`src/rtl/bus_request_arbiter_pkg.sv`:
```
// Shared types for the two-master round-robin bus arbiter.
package bus_request_arbiter_pkg;

    // Arbiter FSM: wait for a request, hold the slave transaction, wait for owner release.
    typedef enum logic [1:0] {
        IDLE    = 2'd0,
        BUSY    = 2'd1,
        RELEASE = 2'd2
    } state_t;

    // Identifies one of the two masters.
    typedef logic master_id_t;

    localparam master_id_t MASTER0 = 1'b0;
    localparam master_id_t MASTER1 = 1'b1;

    localparam int ADDR_W = 32;

endpackage

```
`src/rtl/rr_pick2.sv`:
```
// Combinational two-way round-robin picker.
module rr_pick2
    import bus_request_arbiter_pkg::*;
(
    input  logic       i_req0,
    input  logic       i_req1,
    input  master_id_t i_last_grant,
    output logic       o_grant_valid,
    output master_id_t o_grant_id
);

    // On contention the master that did not win last time goes next.
    always_comb begin
        o_grant_valid = i_req0 | i_req1;
        o_grant_id    = MASTER0;
        if (i_req0 && i_req1) begin
            o_grant_id = ~i_last_grant;
        end else if (i_req1) begin
            o_grant_id = MASTER1;
        end
    end

endmodule

```
`src/rtl/bus_request_arbiter.sv`:
```
// Two-master round-robin arbiter in front of one held-request slave port.
// The winner's payload is latched and held on o_s_* until the slave
// completes; the completion is then returned to the owner with the same
// held-request/ready handshake the slave uses.
module bus_request_arbiter
    import bus_request_arbiter_pkg::*;
#(
    parameter int WIDTH = 32
) (
    input  logic              i_clock,
    input  logic              i_reset_n,

    input  logic              i_m0_request,
    input  logic              i_m0_rw,
    input  logic [ADDR_W-1:0] i_m0_address,
    input  logic [WIDTH-1:0]  i_m0_wdata,
    output logic [WIDTH-1:0]  o_m0_rdata,
    output logic              o_m0_ready,

    input  logic              i_m1_request,
    input  logic              i_m1_rw,
    input  logic [ADDR_W-1:0] i_m1_address,
    input  logic [WIDTH-1:0]  i_m1_wdata,
    output logic [WIDTH-1:0]  o_m1_rdata,
    output logic              o_m1_ready,

    output logic              o_s_request,
    output logic              o_s_rw,
    output logic [ADDR_W-1:0] o_s_address,
    output logic [WIDTH-1:0]  o_s_wdata,
    input  logic [WIDTH-1:0]  i_s_rdata,
    input  logic              i_s_ready
);

    // Registered state
    state_t                  r_state;
    master_id_t              r_owner;
    master_id_t              r_last_grant;
    logic                    r_s_request;
    logic                    r_s_rw;
    logic [ADDR_W-1:0]       r_s_address;
    logic [WIDTH-1:0]        r_s_wdata;
    logic [1:0][WIDTH-1:0]   r_m_rdata;
    logic [1:0]              r_m_ready;

    // Next-state values
    state_t                  w_state_next;
    master_id_t              w_owner_next;
    master_id_t              w_last_grant_next;
    logic                    w_s_request_next;
    logic                    w_s_rw_next;
    logic [ADDR_W-1:0]       w_s_address_next;
    logic [WIDTH-1:0]        w_s_wdata_next;
    logic [1:0][WIDTH-1:0]   w_m_rdata_next;
    logic [1:0]              w_m_ready_next;

    // Per-master request view and picker result
    logic [1:0]              w_req;
    logic                    w_owner_req;
    logic                    w_grant_valid;
    master_id_t              w_grant_id;
    logic                    w_sel_rw;
    logic [ADDR_W-1:0]       w_sel_address;
    logic [WIDTH-1:0]        w_sel_wdata;

    assign w_req       = {i_m1_request, i_m0_request};
    assign w_owner_req = w_req[r_owner];

    rr_pick2 u_pick (
        .i_req0        (i_m0_request),
        .i_req1        (i_m1_request),
        .i_last_grant  (r_last_grant),
        .o_grant_valid (w_grant_valid),
        .o_grant_id    (w_grant_id)
    );

    // Payload of whichever master the picker selects this cycle.
    always_comb begin
        w_sel_rw      = i_m0_rw;
        w_sel_address = i_m0_address;
        w_sel_wdata   = i_m0_wdata;
        if (w_grant_id == MASTER1) begin
            w_sel_rw      = i_m1_rw;
            w_sel_address = i_m1_address;
            w_sel_wdata   = i_m1_wdata;
        end
    end

    // Next-state and next-output logic; everything holds unless a case below moves it.
    always_comb begin
        w_state_next      = r_state;
        w_owner_next      = r_owner;
        w_last_grant_next = r_last_grant;
        w_s_request_next  = r_s_request;
        w_s_rw_next       = r_s_rw;
        w_s_address_next  = r_s_address;
        w_s_wdata_next    = r_s_wdata;
        w_m_rdata_next    = r_m_rdata;
        w_m_ready_next    = r_m_ready;

        case (r_state)
            IDLE: begin
                if (w_grant_valid) begin
                    w_owner_next      = w_grant_id;
                    w_last_grant_next = w_grant_id;
                    w_s_request_next  = 1'b1;
                    w_s_rw_next       = w_sel_rw;
                    w_s_address_next  = w_sel_address;
                    w_s_wdata_next    = w_sel_wdata;
                    w_state_next      = BUSY;
                end
            end

            BUSY: begin
                // o_s_* stay frozen until the slave completes. An owner that
                // already dropped its request gets no ready, so RELEASE will
                // fall straight through.
                if (i_s_ready) begin
                    if (!r_s_rw) begin
                        w_m_rdata_next[r_owner] = i_s_rdata;
                    end
                    if (w_owner_req) begin
                        w_m_ready_next[r_owner] = 1'b1;
                    end
                    w_s_request_next = 1'b0;
                    w_state_next     = RELEASE;
                end
            end

            RELEASE: begin
                // Slave request is low here, which lets the slave clear its
                // latency counter before the next grant.
                if (!w_owner_req || !r_m_ready[r_owner]) begin
                    w_m_ready_next = 2'b00;
                    w_state_next   = IDLE;
                end
            end

            default: begin
                w_m_ready_next   = 2'b00;
                w_s_request_next = 1'b0;
                w_state_next     = IDLE;
            end
        endcase
    end

    // State register; reset abandons any in-flight slave transaction.
    always_ff @(posedge i_clock or negedge i_reset_n) begin
        if (!i_reset_n) begin
            r_state      <= IDLE;
            r_owner      <= MASTER0;
            r_last_grant <= MASTER1;
            r_s_request  <= 1'b0;
            r_s_rw       <= 1'b0;
            r_s_address  <= '0;
            r_s_wdata    <= '0;
            r_m_rdata    <= '0;
            r_m_ready    <= 2'b00;
        end else begin
            r_state      <= w_state_next;
            r_owner      <= w_owner_next;
            r_last_grant <= w_last_grant_next;
            r_s_request  <= w_s_request_next;
            r_s_rw       <= w_s_rw_next;
            r_s_address  <= w_s_address_next;
            r_s_wdata    <= w_s_wdata_next;
            r_m_rdata    <= w_m_rdata_next;
            r_m_ready    <= w_m_ready_next;
        end
    end

    assign o_s_request = r_s_request;
    assign o_s_rw      = r_s_rw;
    assign o_s_address = r_s_address;
    assign o_s_wdata   = r_s_wdata;
    assign o_m0_rdata  = r_m_rdata[0];
    assign o_m1_rdata  = r_m_rdata[1];
    assign o_m0_ready  = r_m_ready[0];
    assign o_m1_ready  = r_m_ready[1];

endmodule

```
`config.mk`:
```
export PLATFORM = sky130hd
export DESIGN_NAME = bus_request_arbiter
export DESIGN_NICKNAME = d
export VERILOG_FILES = /design/src/rtl/bus_request_arbiter_pkg.sv /design/src/rtl/rr_pick2.sv /design/src/rtl/bus_request_arbiter.sv
export SDC_FILE = /design/constraint.sdc
export NUM_CORES = 1
export LEC_CHECK = 0
export ABC_CLOCK_PERIOD_IN_PS = 1960
export BUFFER_PORTS_ARGS = -buffer_cell sky130_fd_sc_hd__buf_4
export CORE_MARGIN = 5
export CORE_UTILIZATION = 46
export DETAILED_ROUTE_END_ITERATION = 16
export GPL_TIMING_DRIVEN = 0
export PLACE_DENSITY = 0.78
export SYNTH_ARGS = -nofsm -noshare
export SYNTH_HDL_FRONTEND = slang
export SYNTH_HIERARCHICAL = 1
export SYNTH_SLANG_ARGS = --single-unit
export TNS_END_PERCENT = 10
```
`constraint.sdc`:
```
create_clock -name i_clock -period 1.96 [get_ports i_clock]
set_input_delay 0.196 -clock i_clock [delete_from_list [all_inputs] [get_ports i_clock]]
set_output_delay 0.196 -clock i_clock [all_outputs]
set_load 0.05 [all_outputs]
```
==> results.md <==
- The core outline area is around 12000 um^2.
- For this run, the number of Yosys warnings is 6.
- The sequential standard cell area is roughly 3400 um^2.
- Before antenna repair, the detailed router went through 4 iterations.
- The total of buffers placed on input and output ports is 298.
- The biggest area contributor in the post-synthesis netlist is sky130_fd_sc_hd__dfrtp_1.
- In the final routed layout, each cell accounts on average for 18.4 um.
- The maximum frequency from static timing analysis is ~530 MHz.
- Cells with a size suffix above 1 make up 53.6% of the layout.
- Across the routed clock network, the largest skew measured is just under 0.008 ns.
- The critical path launch point type is a register.
- The H-tree was split into 4 levels.
- Setup slack on the worst reg-to-reg path comes out at between 0.08 and 0.09 ns.
- The growth of design area from synthesis to finish is 53.7%.
- The average cell area after synthesis is roughly 13 um^2.
- The placed cell count is a little over 900.
- The share of synthesized area in the top cell type comes to 58.3%.
- Dividing total power by cell area gives a power density of 2050 nW/um^2.
- Global routing consumed, over all layers together, 23.6% of the routing resources.
- The count of nets left with antenna violations once routing finished came out at 0.
- The number of buffers between clock root and the deepest sink is 2.
- At the end of routability-driven placement, the weighted congestion stood at ~0.84.
- The worst endpoint required time is around 2.2 ns.
- The slew at the pin closest to its max-slew limit is about 0.77 ns.
- The number of nets in the final layout is approximately 940.
- The area of the mapped netlist is 5790 um^2.
- The total via count after detailed routing is 4749.
- The largest driver fanout on the critical path is 10.
- Summed over all cells, the static leakage comes to 4.46 nW.
- The number of placed I/O pins is 299.
- The worst hold path depth is 2.
- Tracing the worst setup path back leads to its startpoint at r_last_grant$_DFFE_PN1P_.
- The number of violations of the max-capacitance limit is 0.
- The register clock-pin slew on the reported worst setup and hold paths is 0.06 ns.
- The DRC violation count after routing is 0.
- Cells fill 71.4% of the core in the end.
- The nature of the critical path endpoint is a register.
- The total grt overflow is 0.
- The CTS tree is done.
- The initial core utilization is 46.5%.
- The most used flip-flop cell after synthesis is sky130_fd_sc_hd__dfrtp_1.
- 0 antenna diodes ended up in the layout.
- The number of enable-type register cells in the synthesized netlist is 0.
- The overall die width is 122 um.
- Ranked by total cell area, the synthesized netlist is headed by sky130_fd_sc_hd__dfrtp_1, sky130_fd_sc_hd__mux2i_1, sky130_fd_sc_hd__mux2_4.
- sky130_fd_sc_hd__dfrtp_1 is the most common cell in the netlist.
- The launching point of the worst reg2reg path is r_last_grant$_DFFE_PN1P_.
- The startpoint of the tightest hold check path is i_s_rdata[5].
- The highest ir drop seen on vdd is 0.920 mV.
- The worst max-slew margin expressed relative to the limit is between 40 and 50%.
- The worst hold path terminates at o_m1_rdata[5]$_DFFE_PN0P_.
- Sequential elements use 58.8% of the synthesized area.
- The post-synthesis async set-or-reset flop share is between 90% and 100%.
- The final count of pins violating max slew is 0.
- Using the TritonRoute via totals, the vias-per-cell ratio works out to approximately 5.0.
- The run finished with clean final reports.
- After legalization and detailed placement, the total HPWL measured 13.7 mm.
- The number of CTS-inserted buffers is 17.
- After floorplanning, the core was divided into 41 placement rows.
- Buffers added to address setup during post-CTS repair amount to 0.
- The initial antenna violation count came to 0.
- The critical path is of the reg -> reg type.
- The multi-input gate area in the final layout is 2230 um^2.
- The arrival time of the worst setup path is 2.15 ns.
- The number of design-rule violations left by the first detailed-router iteration is 290.
- Wires add up to 17.6 mm.
- The class of the tightest hold or removal check is in -> reg.
- For the worst flop-to-flop path, the logic depth is 6.
- The height of the chip is about 120 um.
- The layout has approximately 900 filler cells.
- The count of mapped cells out of synthesis is 455.
- The area of the die is 14900 um^2.
- The netlist uses 26 different library cells.
- The largest net degree at the start of global routing is 82.
- The final hold violation count is 0.
- The smallest clock period supported by the final layout is computed as 1.87 ns.
- CTS saw 136 sinks.
- The buffer type at the clock tree root is sky130_fd_sc_hd__clkbuf_16.
- After synthesis the netlist holds a flip-flop and latch count of 136.
- Setup repair after global routing could not meet its margin everywhere.
- In the synthesized netlist, the cells that appear most often are sky130_fd_sc_hd__dfrtp_1, sky130_fd_sc_hd__a21oi_1, sky130_fd_sc_hd__mux2i_1.
- The synthesized netlist net count is a little over 600.
- In this run the critical register-to-register path is captured at o_s_wdata[17]$_DFFE_PN0P_.
- The number of global-route vias before repair is 5296.
- The final-report setup violation count is 0.
- The finished layout holds 959 standard cells, fillers aside.
- The wire length of the first global-routing pass is between 20 and 30 mm.
- The clock latency at the later pin of the worst-skew pair is 0.41 ns.
- The part of the cycle the worst path needs is 95.5%.
-- kinds of logic after synthesis --
kind of cell / count (synthesis) / synth area share, %
and+or+nand+nor: 76 / 5.53
DFF: 136 / 58.8
AOI/OAI and AO/OA: 76 / 6.72
muxes: 131 / 26.0
buffers and inverters: 36 / 3.00
-- layout by cell type, fill, tap and decap left out, types with 2 or more instances in the layout --
master | netlist | layout
sky130_fd_sc_hd__buf_2 | 13 | 14
sky130_fd_sc_hd__inv_6 | 0 | 3
sky130_fd_sc_hd__nand2_1 | 2 | 2
sky130_fd_sc_hd__nor2_1 | 66 | 66
sky130_fd_sc_hd__clkbuf_1 | 10 | 8
sky130_fd_sc_hd__o21ai_0 | 5 | 5
sky130_fd_sc_hd__nand3_1 | 2 | 2
sky130_fd_sc_hd__clkbuf_16 | 0 | 17
sky130_fd_sc_hd__clkbuf_4 | 0 | 3
sky130_fd_sc_hd__clkinv_2 | 0 | 3
sky130_fd_sc_hd__mux2_4 | 30 | 30
sky130_fd_sc_hd__clkinv_4 | 0 | 2
sky130_fd_sc_hd__clkbuf_2 | 0 | 3
sky130_fd_sc_hd__mux2i_1 | 67 | 67
sky130_fd_sc_hd__dfrtp_1 | 135 | 135
sky130_fd_sc_hd__a21oi_1 | 68 | 68
sky130_fd_sc_hd__bufinv_16 | 0 | 2
sky130_fd_sc_hd__mux2_2 | 33 | 33
sky130_fd_sc_hd__inv_1 | 4 | 4
sky130_fd_sc_hd__clkinvlp_4 | 0 | 4
sky130_fd_sc_hd__buf_4 | 0 | 297
sky130_fd_sc_hd__buf_6 | 3 | 4
-- sequential cells by signal (all words and copies together) (netlist names) --
| register | cells |
|---|---|
| o_s_request | 1 |
| r_state | 2 |
| o_m1_rdata | 32 |
| r_m_ready | 2 |
| o_m0_rdata | 32 |
| o_s_wdata | 32 |
| r_last_grant | 1 |
| r_owner | 1 |
| o_s_rw | 1 |
| o_s_address | 32 |
-- power breakdown --
part           switching (mW)  internal [mW]
sequential              0.832           4.18
combinational            6.85           3.25
clock                    1.22           1.91
-- final cells by class --
class	count	share of cell area, %
clock buffer	18	4.93
multi-input combinational	283	25.0
tap	172	2.42
clock inverter	14	1.67
sequential	136	38.2
timing repair buffer	300	25.6
buffer	31	1.92
inverter	5	0.211
-- worst max path at each step --
stage,endpoint,slack [ns],cells after the start
finish,o_s_wdata[17]$_DFFE_PN0P_,0.09,6
global route,o_s_wdata[19]$_DFFE_PN0P_,-0.06,6
CTS,o_m0_rdata[8]$_DFFE_PN0P_,0.0004,4
detailed placement,o_s_address[27]$_DFFE_PN0P_,-0.20,5
global placement,o_s_address[18]$_DFFE_PN0P_,-0.15,5
floorplan,o_m1_rdata[10]$_DFFE_PN0P_,0.10,4
-- stage by stage --
step | worst slack, ns | power (mW) | cell area [um^2] | hold WS, ns | setup TNS, ns
global placement | -0.147 | 14.9 | 8240 | 0.428 | -6.82
global route | -0.0575 | 19.0 | 8900 | 0.00974 | -0.0680
detailed placement | -0.201 | 15.1 | 8280 | 0.190 | -10.04
finish | 0.0884 | 18.2 | 8900 | 0.0246 | 0
floorplan | 0.104 | 11.7 | 5790 | -0.0996 | 0
CTS | 0.000427 | 18.3 | 8890 | 0.00700 | 0
-- per-layer routing --
| layer | part of all wire [%] | vias to the layer above | track usage (%) |
|---|---|---|---|
| li1 | - | 2222 | - |
| met1 | 38 | 2268 | 26.6 |
| met2 | 51 | 224 | 41.4 |
| met3 | 9.4 | 35 | 8.06 |
| met4 | 2.3 | 0 | 8.61 |
| met5 | 0 | - | 0 |
-- timing repair --
| action | in CTS | in global routing |
|---|---|---|
| hold endpoints to repair | 55 | 0 |
| gates resized for setup | 6 | 7 |
| endpoints found under the setup margin | 67 | 49 |
| hold buffers | 1 | 0 |
-- worst max-delay path, stage by stage, from the launching register on --
cell                       delay [ns]
sky130_fd_sc_hd__dfstp_2         0.37
sky130_fd_sc_hd__a21boi_1        0.13
sky130_fd_sc_hd__clkbuf_1        0.16
sky130_fd_sc_hd__buf_2           0.34
sky130_fd_sc_hd__clkbuf_4        0.35
sky130_fd_sc_hd__mux2i_1         0.28
sky130_fd_sc_hd__a21oi_1         0.10
Power figures use the tool's default switching activity.
